File: src/rtl/core_v2_pkg.sv
// core_v2_pkg: opcodes, func codes, FSM/ALU enums and fault codes shared by the core_v2 files.
package core_v2_pkg;
  localparam logic [5:0] OP_ALU = 6'd0, OP_J = 6'd2, OP_BEQ = 6'd4, OP_ADDI = 6'd8, OP_LW = 6'd32, OP_SW = 6'd40;
  localparam logic [5:0] FN_ADD = 6'd32, FN_SUB = 6'd34, FN_AND = 6'd36, FN_OR = 6'd37, FN_XOR = 6'd38, FN_SLT = 6'd42;
  localparam logic [1:0] FAULT_NONE = 2'd0, FAULT_ILLEGAL = 2'd1, FAULT_TIMEOUT = 2'd2;
  typedef enum logic [2:0] {ST_FETCH, ST_DECODE, ST_EXEC, ST_MEM, ST_HALT} state_e;
  typedef enum logic [2:0] {ALU_ADD, ALU_SUB, ALU_AND, ALU_OR, ALU_XOR, ALU_SLT} alu_op_e;
  function automatic logic op_legal(input logic [5:0] op, input logic [5:0] fn);
    return op == OP_J || op == OP_BEQ || op == OP_ADDI || op == OP_LW || op == OP_SW ||
           (op == OP_ALU && (fn == FN_ADD || fn == FN_SUB || fn == FN_AND ||
                             fn == FN_OR || fn == FN_XOR || fn == FN_SLT));
  endfunction
  // Only register-register ops select by func; everything else adds (ADDI, LW/SW address).
  function automatic alu_op_e alu_decode(input logic [5:0] op, input logic [5:0] fn);
    if (op != OP_ALU) return ALU_ADD;
    if (fn == FN_SUB) return ALU_SUB;
    if (fn == FN_AND) return ALU_AND;
    if (fn == FN_OR) return ALU_OR;
    if (fn == FN_XOR) return ALU_XOR;
    if (fn == FN_SLT) return ALU_SLT;
    return ALU_ADD;
  endfunction
endpackage

File: src/rtl/core_v2_regfile.sv
// core_v2_regfile: two async read ports, one sync write port, register 0 hardwired to zero.
module core_v2_regfile #(
  parameter int NREGS = 8,
  parameter int DATA_W = 8,
  localparam int IW = $clog2(NREGS)
) (
  input  logic              clk,
  input  logic              rst_n,
  input  logic [IW-1:0]     ra1_i,
  input  logic [IW-1:0]     ra2_i,
  input  logic              we_i,
  input  logic [IW-1:0]     wa_i,
  input  logic [DATA_W-1:0] wd_i,
  output logic [DATA_W-1:0] rd1_o,
  output logic [DATA_W-1:0] rd2_o
);
  logic [DATA_W-1:0] rf_q [NREGS];
  always_ff @(posedge clk or negedge rst_n) begin
    if (!rst_n) for (int i = 0; i < NREGS; i++) rf_q[i] <= '0;
    else if (we_i && wa_i != '0) rf_q[wa_i] <= wd_i;
  end
  assign rd1_o = ra1_i == '0 ? '0 : rf_q[ra1_i];
  assign rd2_o = ra2_i == '0 ? '0 : rf_q[ra2_i];
endmodule

File: src/rtl/core_v2.sv
// core_v2: multi-cycle MIPS-subset core on the grant-request bus.
// Defining CORE_BUS_TIMEOUT_EN enables the bus-timeout watchdog (fault 2).
module core_v2 import core_v2_pkg::*; #(
  parameter int DATA_W = 8,
  parameter int ADDR_W = 8,
  parameter int NREGS = 8,
  parameter int RESET_PC = 0,
  parameter int TIMEOUT = 64
) (
  input  logic              clk,
  input  logic              reset,
  input  logic              grant_given,
  output logic              grant_request,
  output logic              rw,
  output logic [ADDR_W:0]   address,
  input  logic [DATA_W-1:0] data_in,
  output logic [DATA_W-1:0] data_out,
  output logic              halted,
  output logic [1:0]        fault
);
  localparam int NB = 32 / DATA_W;
  localparam int IW = $clog2(NREGS);
  localparam int AW1 = ADDR_W + 1;
  state_e st_q, st_d;
  alu_op_e aop_q, aop_d;
  logic [ADDR_W-1:0] pc_q, pc_d, br_off, ia;
  logic [31:0] ir_q, ir_d;
  logic [1:0] beat_q, beat_d, fault_q, fault_d;
  logic req_q, req_d, halt_q, halt_d, gnt, we;
  logic [DATA_W-1:0] a_q, a_d, b_q, b_d, imm, alu_y, wd, rd1, rd2;
  logic [ADDR_W:0] ea_q, ea_d;
  logic [5:0] opcode, fn;
  logic [IW-1:0] rs, rt, rd, wa;
  logic unused_ir;
  assign opcode = ir_q[31:26];
  assign fn = ir_q[5:0];
  assign rs = ir_q[21 +: IW];
  assign rt = ir_q[16 +: IW];
  assign rd = ir_q[11 +: IW];
  assign imm = DATA_W'(signed'(ir_q[15:0]));
  assign br_off = ADDR_W'(signed'(ir_q[15:0]));
  assign ia = pc_q - ADDR_W'(NB);
  assign gnt = req_q && grant_given;
  assign unused_ir = ^ir_q;
  assign alu_y = aop_q == ALU_SUB ? a_q - b_q :
                 aop_q == ALU_AND ? a_q & b_q :
                 aop_q == ALU_OR  ? a_q | b_q :
                 aop_q == ALU_XOR ? a_q ^ b_q :
                 aop_q == ALU_SLT ? DATA_W'($signed(a_q) < $signed(b_q)) : a_q + b_q;
  core_v2_regfile #(.NREGS(NREGS), .DATA_W(DATA_W)) u_rf (
    .clk(clk), .rst_n(reset), .ra1_i(rs), .ra2_i(rt),
    .we_i(we), .wa_i(wa), .wd_i(wd), .rd1_o(rd1), .rd2_o(rd2)
  );
`ifdef CORE_BUS_TIMEOUT_EN
  localparam int TW = $clog2(TIMEOUT + 1);
  logic [TW-1:0] tmo_q, tmo_d;
`else
  logic unused_tmo;
  assign unused_tmo = TIMEOUT == 0;
`endif
  always_comb begin
    st_d = st_q;
    aop_d = aop_q;
    pc_d = pc_q;
    ir_d = ir_q;
    beat_d = beat_q;
    req_d = req_q;
    a_d = a_q;
    b_d = b_q;
    ea_d = ea_q;
    halt_d = halt_q;
    fault_d = fault_q;
    we = 1'b0;
    wa = rt;
    wd = alu_y;
    // The grant cycle always drops the request, giving the mandatory 1-cycle gap.
    if ((st_q == ST_FETCH || st_q == ST_MEM) && !req_q) req_d = 1'b1;
    if (gnt) req_d = 1'b0;
    case (st_q)
      ST_FETCH: if (gnt) begin
        ir_d = (ir_q << DATA_W) | 32'(data_in);
        pc_d = pc_q + 1'b1;
        beat_d = beat_q + 2'd1;
        if (beat_q == 2'(NB - 1)) begin
          beat_d = '0;
          st_d = ST_DECODE;
        end
      end
      ST_DECODE: begin
        a_d = rd1;
        b_d = (opcode == OP_ALU || opcode == OP_BEQ) ? rd2 : imm;
        aop_d = alu_decode(opcode, fn);
        st_d = ST_EXEC;
        if (!op_legal(opcode, fn)) begin
          st_d = ST_HALT;
          halt_d = 1'b1;
          fault_d = FAULT_ILLEGAL;
        end
      end
      ST_EXEC: begin
        st_d = ST_FETCH;
        if (opcode == OP_ALU || opcode == OP_ADDI) begin
          we = 1'b1;
          wa = opcode == OP_ALU ? rd : rt;
        end else if (opcode == OP_J) pc_d = ir_q[ADDR_W-1:0];
        else if (opcode == OP_BEQ) pc_d = a_q == b_q ? ia + br_off : pc_q;
        else begin
          ea_d = AW1'(alu_y);
          st_d = ST_MEM;
        end
      end
      ST_MEM: if (gnt) begin
        st_d = ST_FETCH;
        we = opcode == OP_LW;
        wd = data_in;
      end
      default: ;
    endcase
`ifdef CORE_BUS_TIMEOUT_EN
    tmo_d = (gnt || !req_q) ? '0 : tmo_q + 1'b1;
    if (req_q && !grant_given && tmo_q == TW'(TIMEOUT - 1)) begin
      req_d = 1'b0;
      st_d = ST_HALT;
      halt_d = 1'b1;
      fault_d = FAULT_TIMEOUT;
    end
`endif
  end
  always_ff @(posedge clk or negedge reset) begin
    if (!reset) begin
      st_q <= ST_FETCH;
      aop_q <= ALU_ADD;
      pc_q <= ADDR_W'(RESET_PC);
      ir_q <= '0;
      beat_q <= '0;
      req_q <= 1'b0;
      a_q <= '0;
      b_q <= '0;
      ea_q <= '0;
      halt_q <= 1'b0;
      fault_q <= FAULT_NONE;
`ifdef CORE_BUS_TIMEOUT_EN
      tmo_q <= '0;
`endif
    end else begin
      st_q <= st_d;
      aop_q <= aop_d;
      pc_q <= pc_d;
      ir_q <= ir_d;
      beat_q <= beat_d;
      req_q <= req_d;
      a_q <= a_d;
      b_q <= b_d;
      ea_q <= ea_d;
      halt_q <= halt_d;
      fault_q <= fault_d;
`ifdef CORE_BUS_TIMEOUT_EN
      tmo_q <= tmo_d;
`endif
    end
  end
  // Outputs derive only from registered state, so they hold steady while a request is pending.
  assign grant_request = req_q;
  assign address = !req_q ? '0 : st_q == ST_MEM ? ea_q : {1'b0, pc_q};
  assign rw = req_q && st_q == ST_MEM && opcode == OP_SW;
  assign data_out = rw ? rd2 : '0;
  assign halted = halt_q;
  assign fault = fault_q;
endmodule

File: config.mk
export PLATFORM = sky130hd
export DESIGN_NAME = core_v2
export DESIGN_NICKNAME = d
export VERILOG_FILES = /design/src/rtl/core_v2_pkg.sv /design/src/rtl/core_v2_regfile.sv /design/src/rtl/core_v2.sv
export SDC_FILE = /design/constraint.sdc
export NUM_CORES = 1
export LEC_CHECK = 0
export ABC_AREA = 1
export CAP_MARGIN = 20
export CELL_PAD_IN_SITES_DETAIL_PLACEMENT = 0
export CELL_PAD_IN_SITES_GLOBAL_PLACEMENT = 1
export CORE_MARGIN = 2
export CORE_UTILIZATION = 38
export DETAILED_ROUTE_END_ITERATION = 16
export DONT_BUFFER_PORTS = 1
export GPL_TIMING_DRIVEN = 0
export PLACE_DENSITY_LB_ADDON = 0.12
export SYNTH_ARGS = -nofsm -noshare
export SYNTH_HDL_FRONTEND = slang
export SYNTH_SLANG_ARGS = --single-unit
File: constraint.sdc
create_clock -name clk -period 2.4 [get_ports clk]
set_input_delay 0.12 -clock clk [delete_from_list [all_inputs] [get_ports clk]]
set_output_delay 0.12 -clock clk [all_outputs]
set_load 0.02 [all_outputs]
-- Yosys cells after proc, flatten, opt, wreduce, memory -nomap -nowiden
Cells that the tools add are included.
- reduce and logical (&&, ||, !) cells: 35
- multiplexer cells: 87
- order comparisons: 5
- bitwise logic cells: 11
- add/subtract/negate cells: 6
- eq/ne operators: 27
- operators with widths (kind ; number):
    2-to-1 mux 8 bit ; 23
    2-to-1 mux 3 bit ; 22
    bitwise mux 64 bit ; 1
    binary-select mux 8 bit (select 3 bit) ; 2
    == test 6 bit, second input constant ; 8
    bitwise OR 32 x 8 -> 32 bit ; 1
    2-to-1 mux 1 bit ; 31
    demux 8 bit (select 3 bit) ; 1
    adder 8 bit ; 2
    case mux 8 bit (2 select lines) ; 1
    logical OR 1 bit ; 13
    == test 3 x 2 -> 1 bit, second input constant ; 4
    greater-or-equal comparator 4 bit, second input constant ; 3
    NOT 3 -> 4 bit ; 3
    case mux 3 bit (4 select lines) ; 1
    zero test 3 bit ; 3
    adder 8 x 1 -> 8 bit, second input constant ; 1
    AND 8 bit ; 1
    == test 8 bit ; 1
    less-than comparator 8 bit ; 1
    2-to-1 mux 2 bit ; 4
    bitwise OR 8 bit ; 1
    AND reduction 4 bit ; 2
    subtractor 8 x 3 -> 8 bit, second input constant ; 1
    other kinds (24) ; 40
- register bits after elaboration: 138
- input port bits: 11
- output and inout port bits: 22

-- Depth between registers and ports, before layout
- depth after elaboration: 29
- gate-level depth with buffers: 18

-- Hierarchy
A second synthesis with hierarchy kept.
- cells, all modules: 1316
- area total of the unflattened synthesis: 9048.7 µm²
- modules (own cells, without submodules) (module ; area each (µm²) ; cells an instance ; sequential area each (µm²) ; times used):
    core_v2 ; 5197.5 ; 734 ; 1801.7 ; 1
    core_v2_regfile ; 3851.2 ; 582 ; 1601.5 ; 1

-- Worst setup path before layout
No wires, ideal clock.
- path kind: flip-flop to output port
- start point: register st_q[2]
- end point: output data_out[1]
- stages on the path, launching flop included: 9
- buffers on the path: 1
- path slack: 0.147 ns
- data required time: 2.280 ns
- data arrival time: 2.133 ns
- cells stage by stage: dfrtp_1 > inv_1 > nand2_2 > nor2_4 > inv_2 > buf_2 > nor3_1 > inv_1 > a21oi_1
- longest elaborated chain between the ends: 4
- RTL lines (element ; line ; RTL):
    start, declared ; core_v2.sv:24 ; state_e st_q, st_d;
    start signal, assigned ; core_v2.sv:146 ; st_q <= st_d;
    == test 3 x 2 -> 1 bit ; core_v2.sv:165 ; assign rw = req_q && st_q == ST_MEM && opcode == OP_SW;
    logical AND 1 bit (2 in a row) ; core_v2.sv:165 ;
    via rw ; core_v2.sv:14 ; output logic rw,
    2-to-1 mux 8 bit ; core_v2.sv:166 ; assign data_out = rw ? rd2 : '0;
    end, declared ; core_v2.sv:17 ; output logic [DATA_W-1:0] data_out,
The timed path passes the listed nets, and every way through them passes these cells.

-- Worst setup path after layout
- start point: register req_q (netlist: grant_request)
- end point: output data_out[1]
- longest elaborated chain between the ends: 3
- RTL lines (element ; line ; RTL):
    start, declared ; core_v2.sv:29 ; logic req_q, req_d, halt_q, halt_d, gnt, we;
    start signal, assigned ; core_v2.sv:151 ; req_q <= req_d;
    logical AND 1 bit (2 in a row) ; core_v2.sv:165 ;
    via rw ; core_v2.sv:14 ;
    2-to-1 mux 8 bit ; core_v2.sv:166 ;
The timed path passes the listed nets, and every way through them passes these cells.

==> impl_metrics.prom <==
# TYPE chip_impl_metric gauge
chip_impl_info{name="outcome",value="finished with violations"} 1
chip_impl_info{name="failed_checks",value="negative hold slack"} 1
chip_impl_metric{name="chipHeight",unit="um"} 153
chip_impl_metric{name="remaining_drc_errors",unit=""} 0
chip_impl_metric{name="slew_at_the_pin_closest_to_its_max_slew_limit",unit="ps"} 667
chip_impl_metric{name="globalplace.congestion",unit=""} 0.859
chip_impl_metric{name="skew",unit="ps"} 11.6
chip_impl_metric{name="critical_path_buffer_and_inverter_count",unit=""} 4
chip_impl_metric{name="timing.hold.ws",unit="ps"} -616
chip_impl_metric{name="power.static_leakage",unit="nW"} 4.90
chip_impl_metric{name="htreeDepth",unit=""} 4
chip_impl_metric{name="cts_hold_repair.buffers",unit=""} 9
chip_impl_metric{name="drt_iter0_drc",unit=""} 580
chip_impl_info{name="worstSetupEndpointType",value="output pin"} 1
chip_impl_metric{name="grt_max_degree",unit=""} 137
chip_impl_info{name="cp_top_family",value="buffers and inverters"} 1
chip_impl_metric{name="overflow",unit=""} 0
chip_impl_info{name="ctsRootBufferMaster",value="clkbuf_16"} 1
chip_impl_metric{name="top_ports",unit=""} 33
chip_impl_info{name="synth_top_area_cell",value="dfrtp_1"} 1
chip_impl_metric{name="power",unit="mW"} 13.9
chip_impl_metric{name="finalHoldViolations",unit=""} 136
chip_impl_metric{name="synth_area_per_cell",unit="um2"} 7.10
chip_impl_metric{name="cts_sinks",unit=""} 136
chip_impl_metric{name="gr-usage-all-layers",unit="%"} 25.1
chip_impl_metric{name="post_synth_inst_count",unit=""} 1192
chip_impl_metric{name="vias_per_cell",unit=""} 5.24
chip_impl_metric{name="clk_pin_slew_worst_paths",unit="ps"} 60
chip_impl_metric{name="clk-insertion-delay-late",unit="ps"} 430
chip_impl_metric{name="maxSlewHeadroom",unit="%"} 55.1
chip_impl_metric{name="timing.critical_path.fanout_max",unit=""} 10
chip_impl_metric{name="yosys_warnings",unit=""} 0
chip_impl_metric{name="cts-buffers-inserted",unit=""} 17
chip_impl_info{name="tritoncts",value="built"} 1
chip_impl_metric{name="ant_nets",unit=""} 0
chip_impl_metric{name="via_count",unit=""} 8058
chip_impl_metric{name="flow.area_growth_from_synthesis",unit="%"} 20.3
chip_impl_metric{name="final_max_slew_viol_count",unit=""} 0
chip_impl_metric{name="cp_data_required_time",unit="ps"} 2280
chip_impl_info{name="synth_commonest_cells",value="368 x nand2_1, 136 x dfrtp_1, 134 x o21ai_0, 123 x inv_1, 87 x a21oi_1"} 1
chip_impl_metric{name="rows",unit=""} 54
chip_impl_info{name="most_frequent_cell_after_synthesis",value="nand2_1"} 1
chip_impl_metric{name="final_period_minus_worst_setup_slack",unit="ps"} 2360
chip_impl_metric{name="average_wire_per_standard_cell",unit="um"} 19.0
chip_impl_info{name="slowest_stage",value="dfrtp_1"} 1
chip_impl_metric{name="synth-edff-count",unit=""} 0
chip_impl_metric{name="drive_gt1_share",unit="%"} 14.1
chip_impl_info{name="criticalPathCategory",value="flip-flop to output pin"} 1
chip_impl_metric{name="global_route_wire_length_before_repair",unit="mm"} 45.2
chip_impl_metric{name="antenna-diode-count",unit=""} 0
chip_impl_metric{name="grt_antenna_before_repair",unit=""} 0
chip_impl_info{name="crit_path_start_kind",value="flip-flop"} 1
chip_impl_metric{name="synthesized_flop_and_latch_total",unit=""} 136
chip_impl_metric{name="cts_max_path_buffers",unit=""} 2
chip_impl_metric{name="final.setup.worst_slack",unit="ps"} 40.2
chip_impl_info{name="setup_repair_after_global_routing_missed_its_margin",value="true"} 1
chip_impl_metric{name="grt_pass1_vias",unit=""} 7717
chip_impl_metric{name="wirelength",unit="mm"} 29.3
chip_impl_metric{name="synth-async-reset-ratio",unit="%"} 100
chip_impl_metric{name="worst_path_largest_cell_delay",unit="ps"} 470
chip_impl_info{name="synth.top_cells.by_area",value="dfrtp_1 40%, nand2_1 16%, o21ai_0 7.9%"} 1
chip_impl_metric{name="effective_utilization_at_floorplan",unit="%"} 38.8
chip_impl_metric{name="worst_ir_drop_vdd",unit="mV"} 0.627
chip_impl_metric{name="synthDominantCellAreaShare",unit="%"} 40.2
chip_impl_metric{name="core_area",unit="um2"} 21800
chip_impl_metric{name="clock.fmax",unit="GHz"} 0.424
chip_impl_metric{name="port_buffers",unit=""} 0
chip_impl_metric{name="yosysUniqueCellTypes",unit=""} 36
chip_impl_metric{name="portion_of_the_post_synthesis_area_used_by_sequential_elements",unit="%"} 40.2
chip_impl_metric{name="min_period_over_period",unit="%"} 98.3
chip_impl_metric{name="syn-cell-area",unit="um2"} 8460
chip_impl_metric{name="worst-endpoint-arrival",unit="ps"} 2240
chip_impl_metric{name="power-per-cell-area",unit="nW/um2"} 1360
chip_impl_metric{name="timing.final.setup_violations",unit=""} 0
chip_impl_metric{name="dpl_worst_slack",unit="ps"} -618
chip_impl_metric{name="final_nets",unit=""} 1300
chip_impl_info{name="synth_top_flop_cell",value="dfrtp_1"} 1
chip_impl_metric{name="chipWidth",unit="um"} 153
chip_impl_info{name="cp_cell_sequence",value="clkbuf_4 > inv_1 > nor3_4 > clkinvlp_4 > buf_12 > a21oi_4"} 1
chip_impl_metric{name="detailed_place_hpwl",unit="mm"} 21.8
chip_impl_metric{name="floorplan.die_area",unit="um2"} 23500
chip_impl_metric{name="maxCapViolCount",unit=""} 0
chip_impl_info{name="min_path_type",value="input pin to asynchronous set/reset pin"} 1
chip_impl_metric{name="first_pass_iters",unit=""} 5
## repair_timing
action	4_1_cts	5_1_grt
gates resized for setup	55	72
setup buffers	3	25
cloned	0	0
pin swaps	3	14
endpoints found under the setup margin	66	75
hold endpoints to repair	146	136
## layer usage
layer | GRT usage, % | share of wire [%]
met5 | 0 | 0
met4 | 8.73 | 3.1
met3 | 3.77 | 4.8
met2 | 39.8 | 47
met1 | 35.3 | 46
## state kept, by name, summed over array words and instances, names as in the netlist
name and cells:
grant_request 1, pc_q 8, u_rf.rf_q 64, a_q 8, beat_q 2, b_q 8
fault 1, aop_q 3, ir_q 30, ea_q 8, st_q 3
## final timing paths
check,start,to,slack [ps],cells after the start
min reg2reg,u_rf.rf_q[59],u_rf.rf_q[59],460,1
min,reset,pc_q[5],-620,0
max,grant_request,data_out[1],40,6
min in group clk,data_in[4],u_rf.rf_q[52],20,3
max in group asynchronous,reset,u_rf.rf_q[61],2740,0
max reg2reg,b_q[0],u_rf.rf_q[9],130,13
## worst reg2reg max path: stages, from the launching register on
cell and delay, ps:
dfrtp_1 420, ha_4 180, inv_1 80, fa_2 430, a21oi_1 130, nor3_1 60
a21oi_1 120, nand2_1 60, nand2_1 60, nand2_1 160, o21ai_4 210, buf_12 150
nand2_1 60, o21ai_1 60
## kinds of logic (layout without fill, tap and decap cells)
| kind of cell | Yosys count | in the layout | synth area share [%] |
|---|---|---|---|
| AOI/OAI and AO/OA | 265 | 265 | 16.6 |
| other | 1 | 2 | 0.0443 |
| xor gates and xnor gates | 9 | 9 | 0.932 |
| adders and majority gates | 43 | 43 | 6.63 |
| buffers and inverters | 187 | 253 | 8.62 |
| and+or+nand+nor | 551 | 551 | 26.9 |
| DFF | 136 | 136 | 40.2 |
## placed cells by master, fill, tap and decap left out, drive strengths merged
cell type / count
nand2: 372
o21ai: 148
dfrtp: 136
inv: 136
nor2: 93
a21oi: 87
nand3: 65
clkbuf: 53
ha: 40
buf: 39
nand4: 10
dlygate4sd3: 9
xor2: 8
o22ai: 8
clkinv: 8
nor3: 7
clkinvlp: 6
a31oi: 5
a2bb2oi: 5
o211ai: 4
o221ai: 3
a22oi: 3
fa: 3
or2: 2
conb: 2
bufinv: 2
nor4: 2
xnor2: 1
o21bai: 1
o2111ai: 1
## metrics by stage
step	cell area, um2	TNS [ps]	hold slack (ps)	std cells	utilization [%]
after global routing	10200	-208	-629	1539	46.6
final	10200	0	-616	1539	46.6
after detailed placement	8810	-20470	-170	1473	40.4
after CTS	9720	-52.5	-626	1514	44.6
after global placement	8810	-20970	-171	1473	40.4
after floorplan	8460	0	-176	1193	-
## area by class of cell
cell class / instances / area (um2)
plain buffers: 46 / 218
clock buffers: 18 / 429
clock inverters: 14 / 163
fillers: 2242 / 11600
inverters: 138 / 539
multi-input cells: 870 / 4740
flip-flops and latches: 136 / 3410
well taps: 280 / 350
repair buffers: 37 / 338
## where the power goes
part | total, mW | switching [mW] | internal (mW)
sequential | 3.31 | 0.490 | 2.82
clock | 2.69 | 1.14 | 1.56
combinational | 7.88 | 5.33 | 2.54
Note: power is estimated with default switching activity, not from simulation.
